`src/rtl/systolic_feed_ctrl.sv`:
```
// 3x3 systolic array feed sequencer: latches A/B, skews them onto the
// west/north edges, then drains, captures and reports done.
module systolic_feed_ctrl #(
  parameter int DATA_W  = 8,
  parameter int MAC_LAT = 1
) (
  input  logic                clk_i,
  input  logic                reset_i,
  input  logic                start_i,
  input  logic                abort_i,
  input  logic [9*DATA_W-1:0] a_mat_i,
  input  logic [9*DATA_W-1:0] b_mat_i,
  output logic [DATA_W-1:0]   a_row0_o,
  output logic [DATA_W-1:0]   a_row1_o,
  output logic [DATA_W-1:0]   a_row2_o,
  output logic [DATA_W-1:0]   b_col0_o,
  output logic [DATA_W-1:0]   b_col1_o,
  output logic [DATA_W-1:0]   b_col2_o,
  output logic                pe_clear_o,
  output logic                pe_en_o,
  output logic                capture_o,
  output logic                busy_o,
  output logic                done_o
);

  typedef enum logic [2:0] {
    S_IDLE,
    S_CLEAR,
    S_FEED,
    S_DRAIN,
    S_CAPTURE,
    S_DONE
  } state_e;

  localparam logic [2:0] FEED_LAST  = 3'd4;
  localparam logic [2:0] DRAIN_LAST = 3'(1 + MAC_LAT);

  state_e               state_q, state_d;
  logic [2:0]           cnt_q, cnt_d;
  logic [9*DATA_W-1:0]  a_q, b_q;
  logic                 lat_en;
  logic                 run;
  logic [2:0][DATA_W-1:0] a_feed, b_feed;

  always_ff @(posedge clk_i) begin
    if (reset_i) begin
      state_q <= S_IDLE;
      cnt_q   <= '0;
      a_q     <= '0;
      b_q     <= '0;
    end else begin
      state_q <= state_d;
      cnt_q   <= cnt_d;
      if (lat_en) begin
        a_q <= a_mat_i;
        b_q <= b_mat_i;
      end
    end
  end

  assign run = (state_q == S_CLEAR) || (state_q == S_FEED) ||
               (state_q == S_DRAIN) || (state_q == S_CAPTURE);

  always_comb begin
    state_d = state_q;
    lat_en  = 1'b0;
    unique case (state_q)
      S_IDLE: begin
        if (start_i && !abort_i) begin
          state_d = S_CLEAR;
          lat_en  = 1'b1;
        end
      end
      S_CLEAR:   state_d = S_FEED;
      S_FEED:    if (cnt_q == FEED_LAST) state_d = S_DRAIN;
      S_DRAIN:   if (cnt_q == DRAIN_LAST) state_d = S_CAPTURE;
      S_CAPTURE: state_d = S_DONE;
      S_DONE:    if (!start_i) state_d = S_IDLE;
      default:   state_d = S_IDLE;
    endcase
    // abort only cancels an active run; IDLE/DONE ignore it
    if (run && abort_i) state_d = S_IDLE;
  end

  always_comb begin
    cnt_d = cnt_q + 3'd1;
    if (state_d != state_q || !run) cnt_d = '0;
  end

  always_comb begin
    a_feed = '0;
    b_feed = '0;
    if (state_q == S_FEED) begin
      for (int i = 0; i < 3; i++) begin
        for (int k = 0; k < 3; k++) begin
          if (int'(cnt_q) == i + k) begin
            a_feed[i] = a_q[DATA_W*(3*i+k) +: DATA_W];
            b_feed[i] = b_q[DATA_W*(3*k+i) +: DATA_W];
          end
        end
      end
    end
  end

  assign a_row0_o   = a_feed[0];
  assign a_row1_o   = a_feed[1];
  assign a_row2_o   = a_feed[2];
  assign b_col0_o   = b_feed[0];
  assign b_col1_o   = b_feed[1];
  assign b_col2_o   = b_feed[2];
  assign pe_clear_o = (state_q == S_CLEAR);
  assign pe_en_o    = (state_q == S_FEED) || (state_q == S_DRAIN);
  assign capture_o  = (state_q == S_CAPTURE);
  assign busy_o     = run;
  assign done_o     = (state_q == S_DONE);

endmodule

```
`config.mk`:
```
export PLATFORM = sky130hd
export DESIGN_NAME = systolic_feed_ctrl
export DESIGN_NICKNAME = d
export VERILOG_FILES = /design/src/rtl/systolic_feed_ctrl.sv
export SDC_FILE = /design/constraint.sdc
export NUM_CORES = 1
export LEC_CHECK = 0
export ABC_CLOCK_PERIOD_IN_PS = 4320
export CORE_ASPECT_RATIO = 1.75
export CORE_UTILIZATION = 51
export DETAILED_ROUTE_END_ITERATION = 8
export MAX_ROUTING_LAYER = met4
export PLACE_DENSITY = 0.83
export SLEW_MARGIN = 20
export SYNTH_ARGS = -nofsm -noshare
export SYNTH_HDL_FRONTEND = slang
export SYNTH_SLANG_ARGS = --single-unit
```
`constraint.sdc`:
```
create_clock -name clk_i -period 4.32 [get_ports clk_i]
set_input_delay 0.432 -clock clk_i [delete_from_list [all_inputs] [get_ports clk_i]]
set_output_delay 0.432 -clock clk_i [all_outputs]
set_load 0.005 [all_outputs]
```
# Word-level counts from Yosys, hierarchy flattened
# Cells that the tools add are included.
[totals]
register_bits = 150
in_bits = 148
output_inout_bits = 53
elab_cells = 57
[classes]
addsub = 1
n_eq_ne = 12
muxes = 28
n_reduce_logical = 12
[ops]
columns = ["cell", "n"]
rows = [
  ["8-bit two-way mux", 18],
  ["24-bit two-way mux", 2],
  ["3-bit == test (second input constant)", 6],
  ["3-bit one-hot mux with 6 select lines", 1],
  ["3-bit two-way mux", 5],
  ["3-bit by 2-bit == test with 1-bit output (second input constant)", 4],
  ["3-bit zero test", 2],
  ["1-bit logical OR", 5],
  ["3-bit by 1-bit adder with 3-bit output (second input constant)", 1],
  ["3-bit by 1-bit == test with 1-bit output (second input constant)", 1],
  ["3-bit != test", 1],
  ["1-bit logical AND", 2],
  ["1-bit zero test", 2],
  ["1-bit two-way mux", 2],
  ["2-bit OR reduction", 1],
]

# Logic depth before layout (Yosys ltp)
# Gate-level depths: netlist of the first run.
[depth]
ltp_word = 9
mapped_depth = 9
ltp_nobuf = 6

# Least setup slack after synthesis of the first run
# Ideal clock, no wire load.
[synth_path]
path_type = "register -> output"
startpoint = "register cnt_q[1]"
endpoint = "output port a_row1_o[6]"
arrival_ps = 1545
path_slack_ps = 2343
path_stages_with_launch = 10
n_path_buf = 3
path_cell_list = "dfxtp_1 inv_1 ha_1 nor2b_1 buf_4 nor2b_1 buf_4 buf_6 a221oi_1 nor3_1"
[synth_between]
elab_chain_cells = 5
[synth_rtl]
columns = ["item", "line", "rtl"]
rows = [
  ["start: declaration", "39", "logic [2:0] cnt_q, cnt_d;"],
  ["start signal: assignment", "53", "cnt_q <= cnt_d;"],
  ["3-bit by 2-bit == test with 1-bit output", "96", "if (int'(cnt_q) == i + k) begin"],
  ["8-bit two-way mux (2 in series)", "96", ""],
  ["8-bit two-way mux *", "96", ""],
  ["24-bit two-way mux *", "93", "if (state_q == S_FEED) begin"],
  ["end: declaration", "14", "output logic [DATA_W-1:0] a_row1_o,"],
]
# Mark *: on every way between the ends. The rest lies on a longest branch, timed or not.

# Final worst setup path of the first run
[layout_path]
startpoint = "register cnt_q[0]"
endpoint = "output port b_col1_o[0]"
[layout_between]
elab_chain_cells = 5
[layout_rtl]
columns = ["item", "line", "rtl"]
rows = [
  ["3-bit by 2-bit == test with 1-bit output", "96", ""],
  ["8-bit two-way mux (2 in series)", "96", ""],
  ["8-bit two-way mux *", "96", ""],
  ["24-bit two-way mux *", "93", ""],
  ["end: declaration", "17", "output logic [DATA_W-1:0] b_col1_o,"],
]
# Marked as above.

==> results of run 1 <==
through the flow:
step | setup slack, ps | std cells | hold WS, ps | total power [mW] | utilization
2_1_floorplan | 2340 | 876 | 432 | 1.67 | -
3_3_place_gp | 1370 | 1181 | 439 | 1.85 | 0.683
3_5_place_dp | 1300 | 1181 | 445 | 1.86 | 0.683
4_1_cts | 873 | 1213 | 455 | 3.26 | 0.729
5_1_grt | 730 | 1216 | 474 | 3.37 | 0.730
6_report | 968 | 1216 | 454 | 3.25 | 0.730
worst min-delay path by stage:
stage	slack (ps)	endpoint	from	cells past startpoint
global placement	440	a_q[55]	a_q[55]	2
CTS	450	a_q[54]	a_q[54]	2
detailed placement	440	a_q[53]	a_q[53]	2
floorplan	430	a_q[48]	a_q[48]	2
finish	450	b_q[0]	b_q[0]	2
global route	470	b_q[53]	b_q[53]	2
kinds of logic after synthesis:
kind of cell | share of synthesized area
simple gates | 0.279
fa+ha+maj | 0.00951
flops | 0.457
compound gates | 0.193
buf+inv | 0.0599
xor+xnor | 0.00133
synth_stat cells, types with 10 or more instances:
master      n
a21oi_1   163
a221oi_1   33
buf_2      24
buf_4      10
clkbuf_1   38
dfxtp_1   150
nand2_1   307
nor2_1     20
nor2b_1    20
nor3_1     34
nor3b_1    17
o21ai_0    10
o21ai_2    10
worst max-delay path, cell delays in order (launching register included):
cell and delay [ps]:
dfxtp_1 340, inv_1 100, ha_1 240, nor2b_2 570
buf_4 380, a221oi_1 130, nor3_1 220, clkdlybuf4s50_1 530
flip-flops by register name, summed over array words and instances, names as in the netlist:
signal and flops:
a_q 72, cnt_q 3, b_q 72, state_q 3
layer usage:
metal  routed length (microns)  vias up  track usage
met3                      1160       55       0.0672
met2                     11000      262        0.550
met1                      6960     3059        0.318
met4                       878        0        0.171
met5                         0        -            -
li1                          -     3264            -
power by group through the flow:
stage,combinational [mW],sequential [mW],clock (mW)
floorplan,0.168,1.50,0
global placement,0.333,1.52,0
detailed placement,0.338,1.52,0
CTS,0.340,1.49,1.43
global route,0.374,1.50,1.50
finish,0.340,1.49,1.42
area by class of cell:
type                            count  area (sq um)
Clock buffer                       18           429
Antenna cell                        3          7.51
Inverter                            5          18.8
Sequential cell                   150          3000
Fill cell                        1027          3380
Timing Repair Buffer              213          2110
Clock inverter                     14           140
Multi-Input combinational cell    645          3200
Tap cell                          168           210
==> summary.txt, run 1 <==
Logic synthesis
  – Post-synth EDFFs: 0
  – Syn. warnings: 0
  – Sequential fraction of the synthesis area: 0.457
  – Top cells by area, synth: dfxtp_1 (46%), nand2_1 (18%), a21oi_1 (12%)
  – Syn Inst Count: roughly 880
  – Area leader, netlist: dfxtp_1
  – Asr flop ratio synth: 0
  – Syn nets: just over 1000
  – Syn avg cell area: between 7 and 8 sq um
  – Main synth FF type: dfxtp_1
  – Seq cells post-synth: 150
  – Synth unique cells: 39
  – Mapped Area: ~6600 sq um
  – Synth top area share: 0.457

Power and ir drop
  – Clock power frac: 0.437
  – Leakage: 3.16 nW
  – Power Dens Cells: approximately 360 nW/um^2
  – Switching share of power: 0.249
  – Combinational power share: 0.105
  – Net Switching: approximately 0.8 mW
  – Reg power frac: 0.459
  – Peak supply drop: roughly 0.28 mV
  – Internal Power: approximately 2.4 mW

Timing
  – Crit path time final: roughly 3400 ps
  – Final setup vio count: 0
  – Fmax: 0.298 GHz
  – Clock skew: 7.37 ps
  – Final number of hold-violating endpoints: 0
  – Relative slew margins: 0.399
  – TNS Setup: 0 ps
  – RSZ-0062 raised after global routing: no
  – Tcrit/Tclk final: 0.776
  – Slew Limit Fails: 0
  – Worst slew pin tran: around 900 ps

CTS
  – Clock buffer depth: 2
  – Clock-pin slew on the worst setup and hold paths: 60 ps
  – Clk Latency, worst-skew pair: approximately 410 ps
  – Clk sink count: 150
  – Htree depth: 4
  – Quantity of gates resized following cts: 0
  – Setup Buffers After CTS: 0
  – CTS tree: done
  – CTS Hold Bufs: 0
  – Clock root buffer master: clkbuf_16
  – Total CTS buffers: 17

GRT
  – Vias in the first global route: approximately 6500
  – GR Overflow Total: 0
  – Total GRT Usage: 0.315
  – Largest net degree at the start of global routing: 85
  – Antenna violations before repair: 3
  – First-pass GRT wire length: between 30000 and 40000 microns

Placed design
  – Port-buffer cells: 200
  – DP Wirelength: around 14000 microns
  – Placed cell area: approximately 8500 sq um
  – Final Wtd Congestion: 0.881

Setup path
  – Crit path from: cnt_q[0]
  – R2r endpoint: a_q[51]
  – Maximum fanout along the worst path: 21
  – Crit start category: register
  – FF-to-FF path depth: 5
  – Crit path required time: 3890 ps
  – Worst R2R Setup Slack: roughly 2000 ps
  – Reg-to-Reg Start: state_q[2]
  – Crit path kind: reg -> out
  – CP endpoint: b_col1_o[0]
  – Worst Setup End Kind: output port
  – CP arrival: 2920 ps

Floorplan
  – Std-Cell Rows: 54
  – Core Region: between 10000 and 15000 sq um
  – Starting Density: 0.526
  – Die ar.: ~13000 sq um
  – Die Wd: 87.8 microns
  – Number of top-level pins: 201
  – Die height: approximately 150 microns

Routing
  – Final WL: about 20000 microns
  – Via density: 5.46
  – WL per Instance: between 15 and 20 microns
  – Total iterations of the first detailed-routing run: 5
  – Iter 0 DRT Violations: between 400 and 500
  – Final ANT Viol Nets: 0
  – Post-route DRC: 0
  – Via count: about 6600

Finish
  – Area Growth Syn to Fin: 38.6%
  – Commonest cells after routing, fill and taps aside: nand2_1 (307), clkdlybuf4s50_1 (199), a21oi_1 (163), dfxtp_1 (150), nor3_1 (34)
  – Commonest non-fill, non-tap cell in the layout: nand2_1
  – Fraction of layout cells with a size suffix above 1: 0.0641
  – Final nets: ~1200
  – Finished Cell Area: slightly above 9000 sq um

Job
  – Max cap viols: 0

Min path
  – Hold WC Path Type: reg -> reg

Run status
  – Status: finished, final reports clean
Note: power is estimated with default switching activity, not from simulation.
==> run 2: changes to the inputs <==
Settings changed: ABC_CLOCK_PERIOD_IN_PS 4320 to 3500, CORE_UTILIZATION 51 to 47, PLACE_DENSITY 0.83 to 0.77.
Clock period 4.32 ns to 3.5 ns, I/O delays scaled along.
==> run 2 against run 1 <==
Net effect: setup slack got worse by 640 ps; final area rose by 0.96%; die area rose by 8.4%; core utilization fell by 4.9 points; sequential power rose by 23%; count of clock-buffer cells in the layout did not move; routed wire length did not move.
==> summary.txt, run 2 (synthesized netlist as in run 1, its figures left out) <==
Run status
  – Status: finished, final reports clean

Setup path
  – Crit-path cells: or3b_1, buf_4, nor3_1, clkdlybuf4s50_1
  – Maximum fanout along the worst path: 22 (+4.8%)
  – Crit start category: register
  – Worst Setup End Kind: output port
  – CP max stage cell: or3b_1
  – Crit path required time: 3150 ps (-740 ps)
  – Slowest Stage Delay on Critical Path: 680 ps (+110 ps)
  – CP arrival: 2820 ps (-100 ps)
  – Crit path kind: reg -> out

Finish
  – Final nets: 1186 (+0.084%)
  – Fraction of layout cells with a size suffix above 1: 0.0632 (-0.000957)
  – Commonest non-fill, non-tap cell in the layout: nand2_1
  – Finished Cell Area: 9210 sq um (+0.96%)
  – Commonest cells after routing, fill and taps aside: nand2_1 (307), clkdlybuf4s50_1 (199), a21oi_1 (163), dfxtp_1 (150), nor3_1 (34)
  – Finished Layout Cells: 1220 (+0.33%)
  – Core Util, Final: 0.681 (-0.0487)
  – Area Growth Syn to Fin: 40.0%
  – Top flop regs: a_q x72, b_q x72

Placed design
  – Placed cell area: 8580 sq um (+0.47%)
  – DP Wirelength: 13700 microns (-1.1%)
  – Port-buffer cells: 200 (unchanged)
  – Final Wtd Congestion: 0.905 (+2.7%)
  – Placed Cells: 1188 (+0.59%)
  – Pre-CTS setup slack: 756 ps (-548 ps)

CTS
  – CTS Hold Bufs: 0 (unchanged)
  – Clk Latency, worst-skew pair: 410 ps (about the same)
  – Clk sink count: 150 (unchanged)
  – Clock buffer depth: 2 (unchanged)
  – Clock-pin slew on the worst setup and hold paths: 60 ps (about the same)
  – Setup Buffers After CTS: 0 (unchanged)
  – Htree depth: 4 (unchanged)
  – CTS tree: done
  – Total CTS buffers: 17 (unchanged)
  – Clock root buffer master: clkbuf_16
  – Quantity of gates resized following cts: 0 (unchanged)

Routing
  – Post-route DRC: 0 (unchanged)
  – Via density: 5.32 (-2.6%)
  – Final WL: 20000 microns (unchanged)
  – Final ANT Viol Nets: 0 (unchanged)
  – Total iterations of the first detailed-routing run: 6 (+1)
  – WL per Instance: 16.4 microns (-0.33%)
  – Via count: 6489 (-2.3%)
  – Iter 0 DRT Violations: 475 (+4.2%)

GRT
  – Met2 Usage GRT: 0.513 (-0.0377)
  – Antenna violations before repair: 1 (-2)
  – Vias in the first global route: 6169 (-4.9%)
  – Gr busiest metal: met2
  – Largest net degree at the start of global routing: 84 (-1.2%)
  – Met3 usage: 0.0554 (-0.0118)
  – Total GRT Usage: 0.286 (-0.0299)
  – GR Layer Usage met1: 0.310 (-0.00752)
  – First-pass GRT wire length: 31300 microns (-0.53%)
  – GR Overflow Total: 0 (unchanged)

Power and ir drop
  – Peak supply drop: 0.310 mV (+10%)
  – Power Dens Cells: 457 nW/um^2 (+28%)
  – Tot Pwr: 4.21 mW (+30%)
  – Leakage: 3.21 nW (+1.3%)

Floorplan
  – Die height: 158 microns (+4.1%)
  – Die Wd: 91.4 microns (+4.1%)
  – Starting Density: 0.486 (-0.0398)
  – Number of top-level pins: 201 (unchanged)
  – Die ar.: 14500 sq um (+8.4%)
  – Core Region: 13500 sq um (+8.2%)
  – Std-Cell Rows: 56 (+3.7%)

Timing
  – Hold WS: 429 ps (-25.6 ps)
  – TNS Setup: 0 ps (unchanged)
  – Clock skew: 10.9 ps (+3.52 ps)
  – RSZ-0062 raised after global routing: no
  – Tcrit/Tclk final: 0.906
  – Slew Limit Fails: 0 (unchanged)
  – Relative slew margins: 0.420 (+0.0210)
  – Setup ws final: 330 ps (-639 ps)
  – Fmax: 0.315 GHz
  – Worst slew pin tran: 870 ps (-31.5 ps)
  – Final number of hold-violating endpoints: 0 (unchanged)
  – Crit path time final: approximately 3200 ps
  – Final setup vio count: 0 (unchanged)

Job
  – Max cap viols: 0 (unchanged)

Min path
  – Hold WC Path Type: in -> reg
## run 2: cell count changes in the layout (fill, tap and decap cells not counted), moves of 2 or more
| cell | delta |
|---|---|
| buf_12 | +2 |
| bufinv_16 | +3 |
| clkinvlp_4 | -2 |
| diode_2 | -2 |
## run 2: layer usage
metal  routed length [microns]  share of wire
met1                      7540           0.38
met2                     10700           0.54
met3                      1140          0.057
met4                       588          0.029
met5                         0              0
## run 2: power by group
group          switching, mW  internal (mW)  total [mW]
clock network          0.746           1.20        1.95
logic                  0.195          0.225       0.421
registers             0.0455           1.79        1.83
total                  0.986           3.22        4.21
## run 2: layout make-up
class	count	area, sq um
Inverter	5	18.8
Antenna cell	1	2.50
Tap cell	174	218
Clock inverter	13	195
Multi-Input combinational cell	645	3200
Fill cell	1169	4320
Clock buffer	18	429
Timing Repair Buffer	214	2140
Sequential cell	150	3000
## run 2: path summary, 6_finish.rpt
kind,from,endpoint,slack (ps),cells after the start
worst max-delay path,state_q[1],b_col1_o[3],330,4
worst min-delay path,reset_i,b_q[54],430,2
worst max register to register,state_q[2],a_q[69],1450,5
worst min register to register,a_q[52],a_q[52],450,2
## run 2: worst max-delay path: cells and delay by family, from the launching register on
family        cells  cell delay [ps]
buf+inv           2              880
flops             1              570
simple gates      2              940
==> run 3: changes to the inputs <==
Settings changed: CORE_ASPECT_RATIO 1.75 to unset.
==> run 3 against run 2 <==
Net effect: count of clock-buffer cells in the layout up 3; final cell count up 0.25%; register-to-register slack better by 20 ps; critical path type unchanged; critical endpoint is now b_col2_o[2]; largest cell class unchanged.
==> summary.txt, run 3 (synthesized netlist as in run 1, its figures left out) <==
Setup path
  – Maximum fanout along the worst path: 22 (unchanged)
  – CP arrival: 2990 ps (+170 ps)
  – Worst Setup End Kind: output port
  – Crit path required time: 3150 ps (about the same)
  – FF-to-FF path depth: 7 (+2)
  – Crit start category: register
  – Crit path from: state_q[1]
  – Crit path kind: reg -> out
  – Reg-to-Reg Start: cnt_q[0]

CTS
  – Clock root buffer master: clkbuf_16
  – CTS tree: done
  – Clock buffer depth: 2 (unchanged)
  – Clk sink count: 150 (unchanged)
  – Clock-pin slew on the worst setup and hold paths: 60 ps (about the same)
  – Setup Buffers After CTS: 0 (unchanged)
  – Htree depth: 4 (unchanged)
  – CTS Hold Bufs: 0 (unchanged)
  – Total CTS buffers: 17 (unchanged)
  – Clk Latency, worst-skew pair: 420 ps (about the same)
  – Quantity of gates resized following cts: 0 (unchanged)

Timing
  – Fmax: 0.299 GHz (-5.2%)
  – Final number of hold-violating endpoints: 0 (unchanged)
  – Relative slew margins: 0.316 (-0.104)
  – Final setup vio count: 0 (unchanged)
  – Setup ws final: 157 ps (-173 ps)
  – Hold WS: 453 ps (+24.1 ps)
  – Crit path time final: 3340 ps (+173 ps)
  – TNS Setup: 0 ps (unchanged)
  – Slew Limit Fails: 0 (unchanged)
  – Clock skew: 10.6 ps (-0.237 ps)
  – Worst slew pin tran: 1030 ps (+156 ps)
  – RSZ-0062 raised after global routing: no
  – Tcrit/Tclk final: 0.955 (+0.0495)

Floorplan
  – Number of top-level pins: 201 (unchanged)
  – Die Wd: 120 microns (+32%)
  – Starting Density: 0.489 (+0.00253)
  – Die ar.: 14500 sq um (-0.13%)
  – Core Region: 13500 sq um (-0.52%)
  – Std-Cell Rows: 42 (-25%)
  – Die height: 120 microns (-24%)

Min path
  – Worst hold path cell count: 2 (unchanged)
  – Hold WC Path Type: reg -> reg
  – HP Start: a_q[52]

Placed design
  – DP Wirelength: 12800 microns (-6.1%)
  – Port-buffer cells: 200 (unchanged)
  – Pre-CTS setup slack: 656 ps (-100 ps)
  – Final Wtd Congestion: 0.886 (-2.1%)

Power and ir drop
  – Power Dens Cells: 437 nW/um^2 (-4.3%)
  – Peak supply drop: 0.294 mV (-5.1%)
  – Tot Pwr: 4.01 mW (-4.6%)
  – Leakage: 3.20 nW (-0.24%)

Finish
  – Commonest non-fill, non-tap cell in the layout: nand2_1
  – Commonest cells after routing, fill and taps aside: nand2_1 (307), clkdlybuf4s50_1 (199), a21oi_1 (163), dfxtp_1 (150), nor3_1 (34)
  – Fillers: 1183 (+1.2%)
  – Final nets: 1187 (+0.084%)
  – Area Growth Syn to Fin: 39.5%
  – Diode count: 0 (-1)
  – Top flop regs: a_q x72, b_q x72
  – Fraction of layout cells with a size suffix above 1: 0.0659 (+0.00274)
  – Core Util, Final: 0.682 (+0.00141)

Routing
  – Final ANT Viol Nets: 0 (unchanged)
  – Final WL: 19400 microns (-3.2%)
  – WL per Instance: 15.8 microns (-3.5%)
  – Via density: 5.34 (+0.31%)
  – Iter 0 DRT Violations: 664 (+40%)
  – Via count: 6525 (+0.55%)
  – Total iterations of the first detailed-routing run: 5 (-1)
  – Post-route DRC: 0 (unchanged)

GRT
  – GR Overflow Total: 0 (unchanged)
  – Antenna violations before repair: 0 (-1)
  – First-pass GRT wire length: 30700 microns (-1.8%)
  – Largest net degree at the start of global routing: 93 (+11%)
  – Vias in the first global route: 6106 (-1.0%)
  – Total GRT Usage: 0.279 (-0.00690)

Run status
  – Status: finished, final reports clean

Job
  – Max cap viols: 0 (unchanged)
run 3: cell types whose count changed in the layout (fill, tap and decap cells not counted), sizes merged:
| cell | delta |
|---|---|
| diode | -1 |
| buf | +1 |
| clkbuf | +3 |
| bufinv | -3 |
| clkinv | +5 |
| inv | -4 |
run 3: critical path, stage by stage (launching register included):
cell and delay (ps):
dfxtp_1 570, or3b_2 790, nand2b_4 360, o21ai_0 280, clkdlybuf4s50_1 550
run 3: routing by layer:
metal,vias to the layer above,share of wire,track usage
met5,-,0,-
met3,26,0.081,0.0745
met1,2998,0.44,0.363
met4,0,0.021,0.0995
met2,243,0.45,0.416
li1,3258,-,-
run 3: final cells by class:
type,count,area (sq um),share of cell area
clock buffers,21,470,0.0513
flip-flops and latches,150,3000,0.327
well taps,176,220,0.0240
clock inverters,11,100,0.0109
repair buffers,215,2160,0.236
multi-input cells,645,3200,0.349
inverters,5,18.8,0.00204
run 3: through the flow:
| step | cell area, sq um | instances |
|---|---|---|
| 5_1_grt | 9180 | 1223 |
| 2_1_floorplan | 6580 | 876 |
| 3_5_place_dp | 8610 | 1191 |
| 3_3_place_gp | 8610 | 1191 |
| 4_1_cts | 9180 | 1223 |
| 6_report | 9180 | 1223 |
run 3: final timing paths:
check	end	slack (ps)
max reg2reg	cnt_q[1]	1470
max	b_col2_o[2]	160
min reg2reg	a_q[52]	450
min	a_q[52]	450
run 3: power breakdown:
| group | internal [mW] | switching, mW | leakage, nW | total, mW |
|---|---|---|---|---|
| Sequential | 1.79 | 0.0463 | 1.22 | 1.84 |
| Clock | 1.03 | 0.715 | 0.279 | 1.75 |
| Combinational | 0.229 | 0.196 | 1.70 | 0.425 |
